File: src/rtl/imem_pkg.sv
// Shared types and constants for the loadable instruction memory.
// The NOP word is built from the NOP opcode so the CPU decodes it as a no-operation.
package imem_pkg;

    typedef enum logic [1:0] {
        StEmpty,
        StLoad,
        StRun,
        StWait
    } imem_state_e;

    localparam logic [5:0]  OPCODE_NOP  = 6'h00;
    localparam logic [31:0] NOP_DEFAULT = {OPCODE_NOP, 26'h0};

    // Wide enough for WAIT_STATES up to 15.
    localparam int unsigned CNT_W = 4;

endpackage

File: src/rtl/imem_array.sv
// DEPTH x DATA_W instruction storage: async clear to NOP_WORD, one write port and
// one registered read port that only updates on rd_en.
module imem_array
    import imem_pkg::*;
#(
    parameter int unsigned       DATA_W   = 32,
    parameter int unsigned       DEPTH    = 64,
    parameter int unsigned       AW       = 6,
    parameter logic [DATA_W-1:0] NOP_WORD = DATA_W'(NOP_DEFAULT)
) (
    input  logic              clk,
    input  logic              rst_n,
    input  logic              wr_en,
    input  logic [AW-1:0]     wr_addr,
    input  logic [DATA_W-1:0] wr_data,
    input  logic              rd_en,
    input  logic [AW-1:0]     rd_addr,
    output logic [DATA_W-1:0] rd_data
);

    logic [DATA_W-1:0] mem [DEPTH];

    always_ff @(posedge clk or negedge rst_n) begin
        if (!rst_n) begin
            for (int i = 0; i < int'(DEPTH); i++) begin
                mem[i] <= NOP_WORD;
            end
        end else if (wr_en) begin
            mem[wr_addr] <= wr_data;
        end
    end

    // Read data is held between fetches so the top can present it until the next ack.
    always_ff @(posedge clk or negedge rst_n) begin
        if (!rst_n) begin
            rd_data <= NOP_WORD;
        end else if (rd_en) begin
            rd_data <= (32'(rd_addr) < DEPTH) ? mem[rd_addr] : NOP_WORD;
        end
    end

endmodule

File: src/rtl/imem_prog_fetch.sv
// Loadable instruction memory with a req/ack fetch port and configurable wait states.
// Words are loaded until prog_last; fetches at or beyond prog_len return NOP_WORD with a fault.
module imem_prog_fetch
    import imem_pkg::*;
#(
    parameter int unsigned       DATA_W      = 32,
    parameter int unsigned       ADDR_W      = 32,
    parameter int unsigned       DEPTH       = 64,
    parameter int unsigned       WAIT_STATES = 1,
    parameter logic [DATA_W-1:0] NOP_WORD    = DATA_W'(NOP_DEFAULT),
    localparam int unsigned      AW          = (DEPTH > 1) ? $clog2(DEPTH) : 1,
    localparam int unsigned      LW          = $clog2(DEPTH + 1)
) (
    input  logic              clk,
    input  logic              rst_n,
    input  logic              prog_valid,
    output logic              prog_ready,
    input  logic [AW-1:0]     prog_addr,
    input  logic [DATA_W-1:0] prog_data,
    input  logic              prog_last,
    input  logic              prog_restart,
    input  logic              fetch_req,
    input  logic [ADDR_W-1:0] fetch_pc,
    output logic              fetch_ack,
    output logic [DATA_W-1:0] fetch_instr,
    output logic              fetch_fault,
    output logic              loaded,
    output logic [LW-1:0]     prog_len
);

    imem_state_e       state_q, state_d;
    logic [CNT_W-1:0]  cnt_q, cnt_d;
    logic [ADDR_W-1:0] pc_q, pc_d;
    logic [LW-1:0]     len_q, len_d;
    logic              ack_q, ack_d;
    logic              fault_q, fault_d;
    logic              wr_en, rd_en, in_range;
    logic [LW-1:0]     addr_p1;
    logic [DATA_W-1:0] rd_data;

    assign in_range = 32'(prog_addr) < DEPTH;
    assign addr_p1  = LW'(32'(prog_addr) + 32'd1);

    always_comb begin
        state_d = state_q;
        cnt_d   = cnt_q;
        pc_d    = pc_q;
        len_d   = len_q;
        ack_d   = 1'b0;
        fault_d = fault_q;
        wr_en   = 1'b0;
        rd_en   = 1'b0;
        // Restart wins over any same-cycle write or fetch and aborts an in-flight fetch.
        if (prog_restart) begin
            state_d = StLoad;
            len_d   = '0;
        end else begin
            case (state_q)
                StEmpty, StLoad: begin
                    if (prog_valid) begin
                        if (in_range) begin
                            wr_en = 1'b1;
                            if (addr_p1 > len_q) len_d = addr_p1;
                        end
                        state_d = prog_last ? StRun : StLoad;
                    end
                end
                StRun: begin
                    if (fetch_req) begin
                        state_d = StWait;
                        pc_d    = fetch_pc;
                        cnt_d   = CNT_W'(WAIT_STATES);
                    end
                end
                StWait: begin
                    if (cnt_q == '0) begin
                        state_d = StRun;
                        ack_d   = 1'b1;
                        rd_en   = 1'b1;
                        // Full-width compare: a large pc must never alias into the program.
                        fault_d = pc_q >= ADDR_W'(len_q);
                    end else begin
                        cnt_d = cnt_q - CNT_W'(1);
                    end
                end
                default: state_d = StEmpty;
            endcase
        end
    end

    always_ff @(posedge clk or negedge rst_n) begin
        if (!rst_n) begin
            state_q <= StEmpty;
            cnt_q   <= '0;
            pc_q    <= '0;
            len_q   <= '0;
            ack_q   <= 1'b0;
            fault_q <= 1'b0;
        end else begin
            state_q <= state_d;
            cnt_q   <= cnt_d;
            pc_q    <= pc_d;
            len_q   <= len_d;
            ack_q   <= ack_d;
            fault_q <= fault_d;
        end
    end

    imem_array #(
        .DATA_W   (DATA_W),
        .DEPTH    (DEPTH),
        .AW       (AW),
        .NOP_WORD (NOP_WORD)
    ) u_array (
        .clk     (clk),
        .rst_n   (rst_n),
        .wr_en   (wr_en),
        .wr_addr (prog_addr),
        .wr_data (prog_data),
        .rd_en   (rd_en),
        .rd_addr (pc_q[AW-1:0]),
        .rd_data (rd_data)
    );

    assign prog_ready  = (state_q == StEmpty) || (state_q == StLoad);
    assign loaded      = (state_q == StRun) || (state_q == StWait);
    assign fetch_ack   = ack_q;
    assign fetch_fault = fault_q;
    assign fetch_instr = fault_q ? NOP_WORD : rd_data;
    assign prog_len    = len_q;

endmodule
File: config.mk
export PLATFORM = sky130hd
export DESIGN_NAME = imem_prog_fetch
export DESIGN_NICKNAME = d
export VERILOG_FILES = /design/src/rtl/imem_pkg.sv /design/src/rtl/imem_array.sv /design/src/rtl/imem_prog_fetch.sv
export SDC_FILE = /design/constraint.sdc
export NUM_CORES = 2
export LEC_CHECK = 0
export ABC_AREA = 1
export CAP_MARGIN = 5
export CORE_ASPECT_RATIO = 0.8
export CORE_MARGIN = 1
export CORE_UTILIZATION = 30
export DETAILED_ROUTE_END_ITERATION = 8
export DONT_BUFFER_PORTS = 1
export PLACE_DENSITY_LB_ADDON = 0.1
export SETUP_SLACK_MARGIN = 0.05
export SKIP_LAST_GASP = 1
export SYNTH_ARGS = -nofsm -noshare
export SYNTH_HDL_FRONTEND = slang
export SYNTH_HIERARCHICAL = 1
export SYNTH_SLANG_ARGS = --single-unit
File: constraint.sdc
create_clock -name clk -period 1.9 [get_ports clk]
set_input_delay 0.285 -clock clk [delete_from_list [all_inputs] [get_ports clk]]
set_output_delay 0.285 -clock clk [all_outputs]
set_load 0.03 [all_outputs]
Yosys cells after proc, flatten, opt, wreduce, memory -nomap -nowiden:

Cells that the tools add are included.

* add/sub/neg operators: 2
* $lt $le $gt $ge: 5
* equality and inequality tests: 8
* muxes and demuxes: 26
* bitwise operators: 3
* reduce and logical (&&, ||, !) cells: 15

Operator list (count)
* $bwmux W2048: 1
* $bmux W32 S6: 1
* $demux W32 S6: 1
* $mux W32: 4
* $ge A32 B7 Y1: 1
* $mux W7: 4
* $ge A7 B7 Y1 const B: 2
* $not A6 Y7: 2
* $reduce_and A3 Y1: 4
* $mux W2: 5
* $ne A3 B3 Y1 const B: 3
* $mux W4: 2
* $pmux W4 S2: 1
* $reduce_bool A2 Y1: 4
* $add A6 B1 Y7 const B: 1
* $gt A7 B7 Y1: 1
* $lt A7 B1 Y1 const B: 1
* $mux W1: 6
* $pmux W2 S3: 1
* $eq A2 B2 Y1 const B: 2
* $logic_not A4 Y1: 1
* $ne A2 B2 Y1 const B: 2
* $reduce_and A4 Y1: 1
* $sub A4 B1 Y4 const B: 1
* 6 further kinds: 7

* flip-flop bits (word level): 2127
* input port bits: 76
* output and inout port bits: 43

Depth between registers and ports, before layout:

* depth in word-level cells: 6
* gate-level depth with buffers: 13
* depth with buffers taken out: 13

By module:

Netlist, hierarchy kept.

Modules (own cells, without submodules)
* imem_array: instances 1, cells each 11466, area an instance 92945.4 sq um
* imem_prog_fetch: instances 1, cells each 394, area an instance 2879.0 sq um

Worst setup path before layout:

No wires, ideal clock.

* kind: register -> register
* start point: reg state_q[1]
* end point: reg u_array/mem[1795] (netlist bit)
* library setup time: 0.133 ns
* arrival: 1.862 ns
* slack: -0.095 ns
* stages on the path, launching flop included: 10
* period minus slack after synthesis: 1.995 ns
* cell sequence: dfrtp_1 inv_2 nand2_1 nor2_1 nand2_1 nor2_2 nand2_2 clkbuf_1 nand2_1 o21ai_0

* longest elaborated chain between the ends: 4

RTL lines
* from (decl): line imem_prog_fetch.sv:31 `imem_state_e state_q, state_d;`
* from (signal assigned): line imem_prog_fetch.sv:93 `state_q <= StEmpty;`
* from (signal assigned): line imem_prog_fetch.sv:100 `state_q <= state_d;`
* $eq A2 B1 Y1 / $logic_not A2 Y1 (equally long branches): line imem_prog_fetch.sv:58 `case (state_q)`
* $reduce_or A2 Y1 (*): line imem_prog_fetch.sv:58
* $mux W1 (*): line imem_prog_fetch.sv:58
* $mux W1 (*): line imem_prog_fetch.sv:54 `if (prog_restart) begin`
* net wr_en: line imem_prog_fetch.sv:37 `logic wr_en, rd_en, in_range;`
* to (signal, indexed assignment): line imem_array.sv:29 `mem[wr_addr] <= wr_data;`
* to (decl): line imem_array.sv:21 `logic [DATA_W-1:0] mem [DEPTH];`

Mark *: on every way through the listed nets, which the timed path passes. The rest lies on a longest branch.
A chain may end at the register's enable or synchronous reset.

Final worst setup path:

* start point: reg pc_q[0]
* end point: reg u_array.rd_data[2]

* longest elaborated chain between the ends: 4

RTL lines
* from (decl): line imem_prog_fetch.sv:33 `logic [ADDR_W-1:0] pc_q, pc_d;`
* from (signal assigned): line imem_prog_fetch.sv:102 `pc_q <= pc_d;`
* $not A6 Y7 (not written as such): line imem_array.sv:38 `rd_data <= (32'(rd_addr) < DEPTH) ? mem[rd_addr] : NOP_WORD;`
* $bmux W32 S6: line imem_array.sv:38
* $mux W32 (not written as such) (2 in series): line imem_array.sv:38
* to (signal assigned): line imem_array.sv:38
* to (decl): line imem_array.sv:18 `output logic [DATA_W-1:0] rd_data`

Every way passes these cells. The select of a mux whose other input is x is not followed.

==> flow_summary.ini <==
[status]
status = finished with violations
violations = hold timing, setup timing

[sta]
fin_setup_tns_ns = -104.17
hold_viol_final = 889
skew_ns = 0.0571
postLayoutSetupSlackWorst_ns = -0.432
finalCriticalPeriod_ns = 2.33
maxSlewViolCount = 0
rsz0062_at_grt = true
whs_ns = -0.922
slew_headroom = 0.194
period_share = 1.23
fmax_ghz = 0.429
tightest_slew_ns = 1.21
setup_viol = 1555

[floorplanning]
die_w_um = 634
start_util = 0.302
num_rows = 185
core-area_um2 = 318000
die_h_um = 508
die_area_um2 = 322000
pin_count = 119

[critical_path]
cp.required_ns = 2.70
end_kind = register
r2r-end = u_array/rd_data[2]
reg2reg_depth = 13
crit_path_start_kind = register
path_class = reg2reg
critPathArrivalTime_ns = 3.13
worstReg2RegStart = pc_q[0]
reg2reg_slack_ns = -0.43
cp_max_fo = 18

[power]
seq_power_share = 0.308
clkPwrFrac = 0.284
ir_drop_mv = 0.898
swShare = 0.377
p_total_mw = 168
cellPowerDensity_nw_per_um2 = 1370
p_int_mw = 105
pwr-share-comb = 0.408
power_leakage_nw = 55.0
switching_power_mw = 63.2

[synth]
ys_warn_count = 6
synth_seq_cells = 2127
avgSynthCellArea_um2 = 8.08
synth.top_cell.area_share = 0.555
syn_nets = 12000
syn_inst = 11900
synth.distinct_cells = 30
yosysSeqAreaShare = 0.555
syn_area_um2 = 95800
synth.largest_area_cell = dfrtp_1
synth_area_leaders = dfrtp_1 56%, nand2_1 17%, nand3_1 11%

[finish]
fillerInstances = 32200
layout.nets = 12200
layout_common_cells = 4210 x nand2_1, 2120 x dfrtp_1, 2055 x o21ai_0
multiInputGateArea_um2 = 40500
final_common_cell = nand2_1
design_area_um2 = 122000
register_area_um2 = 53200
synthToLayoutAreaGrowth_pct = 27.4
drive_gt1_frac = 0.155

[route]
via_per_inst = 5.15
ant_nets = 0
wl_mm = 382
wl_per_cell_um = 23.2
drc_errors = 0
initialDrtViolationCount = 8587
first_pass_iters = 8
num_vias = 85000

[clock_tree]
cts_tree = done
path_clk_slew_ns = 0.06
cts_sinks = 2127
clock_latency_ns = 0.94
cts-root-buf = clkbuf_16
numCtsBuffers = 240
cts_htree_levels = 4
cts_max_path_buffers = 4

[global_route]
grt_overflow = 0
grt_pass1_vias = 81600
antenna_found_initial = 5
grt_first_pass_wirelength_mm = 558
grt_usage = 0.230
grt_max_degree = 277

[placement]
post-place-ws_ns = -3.12
gp_congestion = 0.813
place_area_um2 = 107000
numPortBuffers = 0
dp.final_hpwl_mm = 226

[flow_run]
drv_cap = 0

[min_path]
hold_path.class = in2async
==> state kept, by name, summed over array words and instances (netlist names) <==
name             cells
u_array/mem       2048
pc_q                32
u_array/rd_data     32
prog_len             7
cnt_q                4
state_q              2
fetch_ack            1
fetch_fault          1
==> power groups by stage <==
stage	combinational [mW]	clock (mW)	sequential [mW]
floorplan	27.2	0	51.6
global placement	55.0	0	52.3
detailed placement	55.1	0	52.4
CTS	60.6	49.1	51.6
global route	73.1	50.9	52.1
finish	68.4	47.7	51.6
==> cells by family (layout without fill, tap and decap cells) <==
logic type               after synthesis  count (layout)  share of synthesized area
AND/OR/NAND/NOR                     6493            6493                      0.285
buffers and inverters               1156            1572                     0.0496
other                                  0               8                          0
flip-flops                          2127            2127                      0.555
adder cells (fa/ha/maj)               16              16                    0.00209
XOR/XNOR                               4               4                   0.000366
AO/OA/AOI/OAI                       2064            2064                      0.108
==> routing by layer <==
layer | vias up | global-route usage | share of wire
li1 | 39600 | - | -
met3 | 434 | 0.0251 | 0.054
met2 | 2499 | 0.356 | 0.44
met1 | 42400 | 0.341 | 0.48
met4 | 0 | 0.0586 | 0.026
met5 | - | 0 | 0
==> cell usage after synthesis, drive strengths merged <==
cell and instances:
buf 331, dlygate4sd1 1, dfrtp 2127, o21bai 1, ha 16, nand2 4337, nand3b 1, or2 1
nor3 9, o22ai 1, inv 77, nand3 2065, clkinv 32, nand4 11, xor2 4, a21oi 7
clkbuf 715, nor2 69, o21ai 2055
==> metrics by stage <==
step           cells   util
6_report       16500  0.384
3_5_place_dp   15800  0.337
5_1_grt        16500  0.384
3_3_place_gp   15800  0.337
4_1_cts        16400  0.372
2_1_floorplan  11900      -
==> worst max-delay path, cell delays in order (launching register included) <==
cell and delay (ns):
dfrtp_4 0.57, buf_8 0.18, buf_16 0.16, buf_16 0.17, buf_6 0.16, nand2_1 0.06
nand3_1 0.07, nand3_1 0.10, nand3_1 0.11, nand3_2 0.11, nand3_2 0.11, buf_4 0.19
nand3_1 0.09, nand2_1 0.05
==> final cells by class <==
cell class | instances | area share
Clock inverter | 72 | 0.00683
Inverter | 109 | 0.00372
Timing Repair Buffer | 1036 | 0.120
Sequential cell | 2127 | 0.436
Tap cell | 4207 | 0.0431
Antenna cell | 8 | 0.000164
Clock buffer | 355 | 0.0582
Multi-Input combinational cell | 8577 | 0.332
==> worst max-delay path by stage <==
stage	start	to
after floorplan	prog_addr[0]	prog_len[5]
after global placement	rst_n	u_array/mem[1884]
after detailed placement	rst_n	u_array/rd_data[21]
after CTS	fetch_fault	fetch_instr[28]
after global routing	pc_q[0]	u_array/rd_data[2]
final	pc_q[0]	u_array/rd_data[2]
==> timing repair <==
item	CTS	global route
endpoints found under the setup margin	3077	2382
resized for setup	209	498
endpoints found under the hold margin	2822	748
gates cloned	28	49
pin swaps	60	169
setup buffers	55	35
hold buffers	94	1
(Power assumes the default switching activity.)
